`src/rtl/tuner_multi_seq.sv`:
```
// Sequencer for cascaded microring tuners on one WDM bus:
// search, pick a peak, program, lock, then move downstream.
module tuner_multi_seq #(
   parameter int NUM_CH     = 4,
   parameter int DAC_WIDTH  = 8,
   parameter int ADC_WIDTH  = 8,
   parameter int NUM_TARGET = 8,
   parameter int TMO_WIDTH  = 16,
   localparam int CW = $clog2(NUM_TARGET) + 1
) (
   input  logic                                 i_clk,
   input  logic                                 i_rst_n,
   input  logic                                 i_start,
   input  logic [NUM_CH-1:0]                    i_cfg_ch_en,
   input  logic                                 i_cfg_mode,
   input  logic [TMO_WIDTH-1:0]                 i_cfg_tmo,
   output logic [NUM_CH-1:0]                    o_search_trig_val,
   input  logic [NUM_CH-1:0]                    i_search_trig_rdy,
   input  logic [NUM_CH-1:0]                    i_search_done_val,
   output logic [NUM_CH-1:0]                    o_search_done_rdy,
   input  logic [NUM_CH*NUM_TARGET*DAC_WIDTH-1:0] i_peak_tune,
   input  logic [NUM_CH*NUM_TARGET*ADC_WIDTH-1:0] i_peak_pwr,
   input  logic [NUM_CH*CW-1:0]                 i_num_peaks,
   output logic [NUM_CH-1:0]                    o_lock_trig_val,
   input  logic [NUM_CH-1:0]                    i_lock_trig_rdy,
   input  logic [NUM_CH-1:0]                    i_lock_track_val,
   output logic [NUM_CH-1:0]                    o_lock_track_rdy,
   output logic [NUM_CH*ADC_WIDTH-1:0]          o_cfg_pwr_peak,
   output logic [NUM_CH*DAC_WIDTH-1:0]          o_cfg_ring_tune_peak,
   output logic [NUM_CH-1:0]                    o_ch_locked,
   output logic [NUM_CH-1:0]                    o_ch_err,
   output logic                                 o_busy,
   output logic                                 o_done,
   output logic                                 o_err
);

   localparam int IW  = (NUM_TARGET > 1) ? $clog2(NUM_TARGET) : 1;
   localparam int CHW = (NUM_CH > 1) ? $clog2(NUM_CH) : 1;
   localparam int PW  = $clog2(NUM_CH + 1);

   typedef enum logic [2:0] {
      IDLE, S_TRIG, S_WAIT, SELECT, L_TRIG, L_WAIT, NEXT, DONE
   } state_e;

   state_e                 state_q;
   logic [PW-1:0]          ptr_q;
   logic [TMO_WIDTH-1:0]   tmo_cnt_q;
   logic [IW-1:0]          idx_q;
   logic [IW-1:0]          best_q;
   logic [CW-1:0]          cnt_q;
   logic                   sel_done_q;
   logic [DAC_WIDTH-1:0]   tune_q [NUM_TARGET];
   logic [ADC_WIDTH-1:0]   pwr_q  [NUM_TARGET];
   logic [NUM_CH-1:0]      s_val_q, s_rdy_q, l_val_q, trk_q;
   logic [NUM_CH-1:0]      locked_q, ch_err_q;
   logic [NUM_CH*ADC_WIDTH-1:0] cfg_pwr_q;
   logic [NUM_CH*DAC_WIDTH-1:0] cfg_tune_q;
   logic                   busy_q, done_q, err_q;

   logic [CHW-1:0]         ch;
   logic [DAC_WIDTH-1:0]   in_tune [NUM_TARGET];
   logic [ADC_WIDTH-1:0]   in_pwr  [NUM_TARGET];
   logic [IW-1:0]          best_d;
   logic                   sel_last, cnt_bad, tmo_hit;

   assign ch = ptr_q[CHW-1:0];

   always_comb begin
      for (int k = 0; k < NUM_TARGET; k++) begin
         in_tune[k] = i_peak_tune[(int'(ch)*NUM_TARGET + k)*DAC_WIDTH +: DAC_WIDTH];
         in_pwr[k]  = i_peak_pwr[(int'(ch)*NUM_TARGET + k)*ADC_WIDTH +: ADC_WIDTH];
      end
   end

   // strict compare keeps the lower index on equal power
   always_comb begin
      best_d = best_q;
      if (idx_q == '0 || pwr_q[idx_q] > pwr_q[best_q])
         best_d = idx_q;
   end

   assign sel_last = i_cfg_mode || ({1'b0, idx_q} == cnt_q - 1'b1);
   assign cnt_bad  = (cnt_q == '0) || (cnt_q > CW'(NUM_TARGET));
   assign tmo_hit  = (i_cfg_tmo != '0) && (tmo_cnt_q == i_cfg_tmo - 1'b1);

   always_ff @(posedge i_clk or negedge i_rst_n) begin
      if (!i_rst_n) begin
         state_q    <= IDLE;
         ptr_q      <= '0;
         tmo_cnt_q  <= '0;
         idx_q      <= '0;
         best_q     <= '0;
         cnt_q      <= '0;
         sel_done_q <= 1'b0;
         for (int k = 0; k < NUM_TARGET; k++) begin
            tune_q[k] <= '0;
            pwr_q[k]  <= '0;
         end
         s_val_q    <= '0;
         s_rdy_q    <= '0;
         l_val_q    <= '0;
         trk_q      <= '0;
         locked_q   <= '0;
         ch_err_q   <= '0;
         cfg_pwr_q  <= '0;
         cfg_tune_q <= '0;
         busy_q     <= 1'b0;
         done_q     <= 1'b0;
         err_q      <= 1'b0;
      end else begin
         case (state_q)
            IDLE, DONE: begin
               if (i_start) begin
                  locked_q   <= '0;
                  ch_err_q   <= '0;
                  cfg_pwr_q  <= '0;
                  cfg_tune_q <= '0;
                  trk_q      <= '0;
                  done_q     <= 1'b0;
                  err_q      <= 1'b0;
                  busy_q     <= 1'b1;
                  ptr_q      <= '0;
                  state_q    <= NEXT;
               end
            end
            NEXT: begin
               if (ptr_q >= PW'(NUM_CH)) begin
                  busy_q  <= 1'b0;
                  done_q  <= 1'b1;
                  err_q   <= |ch_err_q;
                  state_q <= DONE;
               end else if (!i_cfg_ch_en[ch]) begin
                  ptr_q <= ptr_q + 1'b1;
               end else begin
                  s_val_q[ch] <= 1'b1;
                  tmo_cnt_q   <= '0;
                  state_q     <= S_TRIG;
               end
            end
            S_TRIG: begin
               if (i_search_trig_rdy[ch]) begin
                  s_val_q[ch] <= 1'b0;
                  s_rdy_q[ch] <= 1'b1;
                  tmo_cnt_q   <= '0;
                  state_q     <= S_WAIT;
               end else if (tmo_hit) begin
                  s_val_q[ch]  <= 1'b0;
                  ch_err_q[ch] <= 1'b1;
                  ptr_q        <= ptr_q + 1'b1;
                  state_q      <= NEXT;
               end else begin
                  tmo_cnt_q <= tmo_cnt_q + 1'b1;
               end
            end
            S_WAIT: begin
               if (i_search_done_val[ch]) begin
                  s_rdy_q[ch] <= 1'b0;
                  cnt_q       <= i_num_peaks[int'(ch)*CW +: CW];
                  for (int k = 0; k < NUM_TARGET; k++) begin
                     tune_q[k] <= in_tune[k];
                     pwr_q[k]  <= in_pwr[k];
                  end
                  idx_q      <= '0;
                  best_q     <= '0;
                  sel_done_q <= 1'b0;
                  state_q    <= SELECT;
               end else if (tmo_hit) begin
                  s_rdy_q[ch]  <= 1'b0;
                  ch_err_q[ch] <= 1'b1;
                  ptr_q        <= ptr_q + 1'b1;
                  state_q      <= NEXT;
               end else begin
                  tmo_cnt_q <= tmo_cnt_q + 1'b1;
               end
            end
            SELECT: begin
               // cfg is written one cycle ahead of the lock trigger
               if (sel_done_q) begin
                  sel_done_q  <= 1'b0;
                  l_val_q[ch] <= 1'b1;
                  tmo_cnt_q   <= '0;
                  state_q     <= L_TRIG;
               end else if (cnt_bad) begin
                  ch_err_q[ch] <= 1'b1;
                  ptr_q        <= ptr_q + 1'b1;
                  state_q      <= NEXT;
               end else begin
                  best_q <= best_d;
                  idx_q  <= idx_q + 1'b1;
                  if (sel_last) begin
                     cfg_tune_q[int'(ch)*DAC_WIDTH +: DAC_WIDTH] <= tune_q[best_d];
                     cfg_pwr_q[int'(ch)*ADC_WIDTH +: ADC_WIDTH]  <= pwr_q[best_d];
                     sel_done_q <= 1'b1;
                  end
               end
            end
            L_TRIG: begin
               if (i_lock_trig_rdy[ch]) begin
                  l_val_q[ch] <= 1'b0;
                  trk_q[ch]   <= 1'b1;
                  tmo_cnt_q   <= '0;
                  state_q     <= L_WAIT;
               end else if (tmo_hit) begin
                  l_val_q[ch]  <= 1'b0;
                  ch_err_q[ch] <= 1'b1;
                  ptr_q        <= ptr_q + 1'b1;
                  state_q      <= NEXT;
               end else begin
                  tmo_cnt_q <= tmo_cnt_q + 1'b1;
               end
            end
            L_WAIT: begin
               if (i_lock_track_val[ch]) begin
                  locked_q[ch] <= 1'b1;
                  ptr_q        <= ptr_q + 1'b1;
                  state_q      <= NEXT;
               end else if (tmo_hit) begin
                  trk_q[ch]    <= 1'b0;
                  ch_err_q[ch] <= 1'b1;
                  ptr_q        <= ptr_q + 1'b1;
                  state_q      <= NEXT;
               end else begin
                  tmo_cnt_q <= tmo_cnt_q + 1'b1;
               end
            end
            default: state_q <= IDLE;
         endcase
      end
   end

   assign o_search_trig_val    = s_val_q;
   assign o_search_done_rdy    = s_rdy_q;
   assign o_lock_trig_val      = l_val_q;
   assign o_lock_track_rdy     = trk_q;
   assign o_cfg_pwr_peak       = cfg_pwr_q;
   assign o_cfg_ring_tune_peak = cfg_tune_q;
   assign o_ch_locked          = locked_q;
   assign o_ch_err             = ch_err_q;
   assign o_busy               = busy_q;
   assign o_done               = done_q;
   assign o_err                = err_q;

endmodule

```
`config.mk`:
```
export PLATFORM = sky130hd
export DESIGN_NAME = tuner_multi_seq
export DESIGN_NICKNAME = d
export VERILOG_FILES = /design/src/rtl/tuner_multi_seq.sv
export SDC_FILE = /design/constraint.sdc
export NUM_CORES = 1
export LEC_CHECK = 0
export CAP_MARGIN = 20
export CORE_AREA = 2 2 254 256
export CTS_CLUSTER_DIAMETER = 80
export DETAILED_ROUTE_END_ITERATION = 8
export DIE_AREA = 0 0 256 258
export PLACE_DENSITY = 0.66
export SETUP_SLACK_MARGIN = 0.2
export SYNTH_ARGS = -nofsm -noshare
export SYNTH_HDL_FRONTEND = slang
export SYNTH_SLANG_ARGS = --single-unit
```
`constraint.sdc`:
```
create_clock -name i_clk -period 4.1 [get_ports i_clk]
set_input_delay 0.615 -clock i_clk [delete_from_list [all_inputs] [get_ports i_clk]]
set_output_delay 0.615 -clock i_clk [all_outputs]
set_load 0.01 [all_outputs]
```
==> flow_metrics.tcl, run 1 <==
set metrics [dict create \
    outcome "complete, no violations" \
    max_slew_margin_pct 33.35 \
    h-tree-depth 1 \
    dieWidth_um 256 \
    finalHoldViolCount 0 \
    ant_nets 0 \
    end_kind "flip-flop" \
    clk_latency_ns 0.57 \
    crit_path_max_fanout 64 \
    final_layout_size_suffix_gt1_share_pct 13.35 \
    synthDistinctLibCells 69 \
    drv_cap 0 \
    critPathSlowestCell "mux4_2" \
    grt-ovfl-total 0 \
    period_needed_ns 3.754 \
    drt_iter0_markers 1304 \
    synth-seq-cells 252 \
    n_antenna_cell 0 \
    final_cell_mix "clkdlybuf4s50_1, nand2_1, dfrtp_1, mux4_2, o21ai_0" \
    core_um2 63650 \
    grt_antenna_before_repair 17 \
    final_common_cell "clkdlybuf4s50_1" \
    die_h_um 258 \
    synth_top_family_by_area "multiplexers" \
    synthArstFlopShare_pct 100.0 \
    root_buffer "clkbuf_16" \
    drcViolationCount 0 \
    ys_warn_count 0 \
    initial_core_util_pct 26.11 \
    crit_type "reg -> reg" \
    cts_buffer_depth 3 \
    hpwl_um 60010 \
    path_cells "buf_12 > mux4_2 > nand2_1 > nand2_1 > ha_1 > nand4_1 > nor2_4 > a2bb2oi_2 > a21o_2 > buf_12 > a21oi_1 > o22ai_1 > nand4_1 > o21ai_0" \
    syn2layout_area_growth_pct 53.38 \
    drt_pass1_iterations 5 \
    internal_power_mw 9.858 \
    fmax_mhz 266.4 \
    synth_top_area_share_pct 37.95 \
    p_comb_share_pct 59.9 \
    synth_top_cell_by_area "dfrtp_1" \
    yosys.area_share.xor_xnor_pct 1.107 \
    seq_area_frac_synth_pct 37.95 \
    powerDensity_nw_per_um2 702.4 \
    setup_viol 0 \
    totalWireLength_um 76100 \
    viasPerCell 5.287 \
    io_pins 659 \
    routedWlPerCell_um 23.62 \
    startpoint_type "flip-flop" \
    ys.flop_type "dfrtp_1" \
    synth_nets 2325 \
    grt_pass1_wl_um 110800 \
    finalMaxSlewViolations 0 \
    cts-buffers-inserted 29 \
    clock_sinks 252 \
    place.gp.congestion 0.9169 \
    p_leak_nw 10.26 \
    tightest_slew_ns 0.9997 \
    finalCritPeriodShare_pct 91.57 \
    utilization_pct 40.04 \
    cts_tree "built" \
    power.switching_mw 8.044 \
    slowest_delay_ns 0.52 \
    hold_slack_ns 0.08131 \
    grt_start_max_net_pins 99 \
    p_clk_share_pct 15.9 \
    port-buffer-count 658 \
    clk_transition_reported_paths_ns 0.06 \
    swShare_pct 44.93 \
    cp.arrival_ns 4.23 \
    fin_skew_ns 0.01848 \
    muxShareOfSynthArea_pct 23.65 \
    die_area_um2 66050 \
    synth-edff-count 0 \
    p_seq_share_pct 24.2 \
    syn_area_um2 16620 \
    grt_pass1_vias 17084 \
    rows 93 \
    synthSimpleGateAreaFrac_pct 20.34 \
    synthCells 1739 \
    synth_fa_ha_area_share_pct 1.355 \
    avgSynthCellArea_um2 9.556 \
    design.final.nets 2931 \
    hold_buffers 0 \
    vias 17036 \
    irDropWorstVdd_mv 0.4056 \
    rsz0062_at_grt "yes" \
    hold_class "in -> async" \
    synth_area_leaders "dfrtp_1, mux4_2, nand2_1" \
    tns_ns 0 \
    grt_usage_pct 22.06 \
    synth-compound-area-share_pct 11.66 \
    cp.required_ns 4.57 \
]
==> cell usage after synthesis, types with 9 or more instances <==
master	number
a21oi_1	68
a31oi_1	16
and3_1	9
buf_1	21
clkbuf_1	116
dfrtp_1	252
ha_1	18
inv_1	23
mux2i_1	9
mux4_2	169
nand2_1	510
nand3_1	82
nand4_1	27
nor2_1	27
nor3_1	38
o21ai_0	138
o21ai_1	25
o22ai_1	35
or3_1	13
xnor2_1	18
==> power by group through the flow <==
stage	logic, mW	registers (mW)	clock network (mW)
2_1_floorplan	6.47	3.78	0
6_report	10.7	4.33	2.85
3_5_place_dp	10.2	4.34	0
3_3_place_gp	10.0	4.33	0
4_1_cts	10.3	4.31	2.92
5_1_grt	11.7	4.42	3.02
==> cell families (layout without fill, tap and decap cells) <==
| family | Yosys count | after routing |
|---|---|---|
| simple gates | 766 | 766 |
| compound gates | 334 | 334 |
| flops | 252 | 252 |
| mux | 181 | 181 |
| buf+inv | 167 | 795 |
| xor+xnor | 21 | 21 |
| fa+ha+maj | 18 | 18 |
==> final timing paths <==
kind,from,end,slack (ns),cells after the start
worst max register to register,idx_q[0],o_cfg_ring_tune_peak[30],0.35,14
worst min-delay path,i_rst_n,tmo_cnt_q[6],0.08,1
worst max-delay path,idx_q[0],o_cfg_ring_tune_peak[30],0.35,14
min in group i_clk,o_cfg_ring_tune_peak[5],o_cfg_ring_tune_peak[5],0.48,2
worst min register to register,o_cfg_ring_tune_peak[5],o_cfg_ring_tune_peak[5],0.48,2
max in group asynchronous,i_rst_n,o_cfg_pwr_peak[8],3.04,2
==> flip-flops by register name, summed over array words and instances, names as in the netlist, named ones only <==
| signal | cells |
|---|---|
| o_busy | 1 |
| tmo_cnt_q | 16 |
| o_cfg_pwr_peak | 32 |
| cnt_q | 4 |
| idx_q | 3 |
| o_ch_err | 4 |
| o_cfg_ring_tune_peak | 32 |
| o_lock_track_rdy | 4 |
| tune_q | 64 |
| ptr_q | 3 |
| o_ch_locked | 4 |
| best_q | 3 |
| o_err | 1 |
| state_q | 3 |
| sel_done_q | 1 |
| o_done | 1 |
| pwr_q | 64 |
==> area by class of cell <==
cell class | instances | area (um2)
clock buffer | 38 | 809.5
inverter | 23 | 86.33
multi-input combinational | 1320 | 9761
clock inverter | 15 | 241.5
timing repair buffer | 719 | 7204
tap | 855 | 1070
fill | 6205 | 38160
sequential | 252 | 6315
==> stage by stage <==
| stage | setup slack (ns) | instances | cell area, um2 | total power, mW |
|---|---|---|---|---|
| 3_5_place_dp | 0.02849 | 3158 | 24280 | 14.51 |
| 6_report | 0.3456 | 3222 | 25490 | 17.90 |
| 5_1_grt | 0.09508 | 3222 | 25490 | 19.10 |
| 3_3_place_gp | 0.1872 | 3158 | 24280 | 14.34 |
| 4_1_cts | 0.2107 | 3212 | 25350 | 17.50 |
| 2_1_floorplan | 0.2232 | 1739 | 16640 | 10.25 |
==> what timing repair did <==
action	4_1_cts	5_1_grt
cloned	0	1
buffers inserted	1	9
pin swaps	1	11
hold endpoints to repair	0	0
gates resized for setup	3	10
setup endpoints to repair	23	64
==> per-layer routing <==
layer	share of wire [%]	global-route usage (%)	vias up	wire (um)
met4	2.5	4.630	12	1876
li1	-	-	7576	-
met5	0.091	0	-	69
met1	41	29.30	8461	30890
met2	48	36.96	869	36530
met3	8.8	4.868	118	6730
==> critical path, delay by kind of cell, from the launching register on <==
family                     cells  cell delay, ns
muxes                          1            0.52
DFF                            1            0.40
and+or+nand+nor                5            0.91
adders and majority gates      1            0.31
AOI/OAI and AO/OA              5            1.00
buffers and inverters          2            0.47
Power figures use the tool's default switching activity.
==> run 2, diff against run 1 <==
HOLD_SLACK_MARGIN = 0.1   (was default)
==> results of run 2 <==
No change in the layout: final DEF, timing and power equal those of run 1.
==> run 3, diff against run 2 <==
HOLD_SLACK_MARGIN = 0.05   (was 0.1)
SKIP_LAST_GASP = 1   (was default)
==> results of run 3 <==
No change in the layout: final DEF, timing and power equal those of run 1.
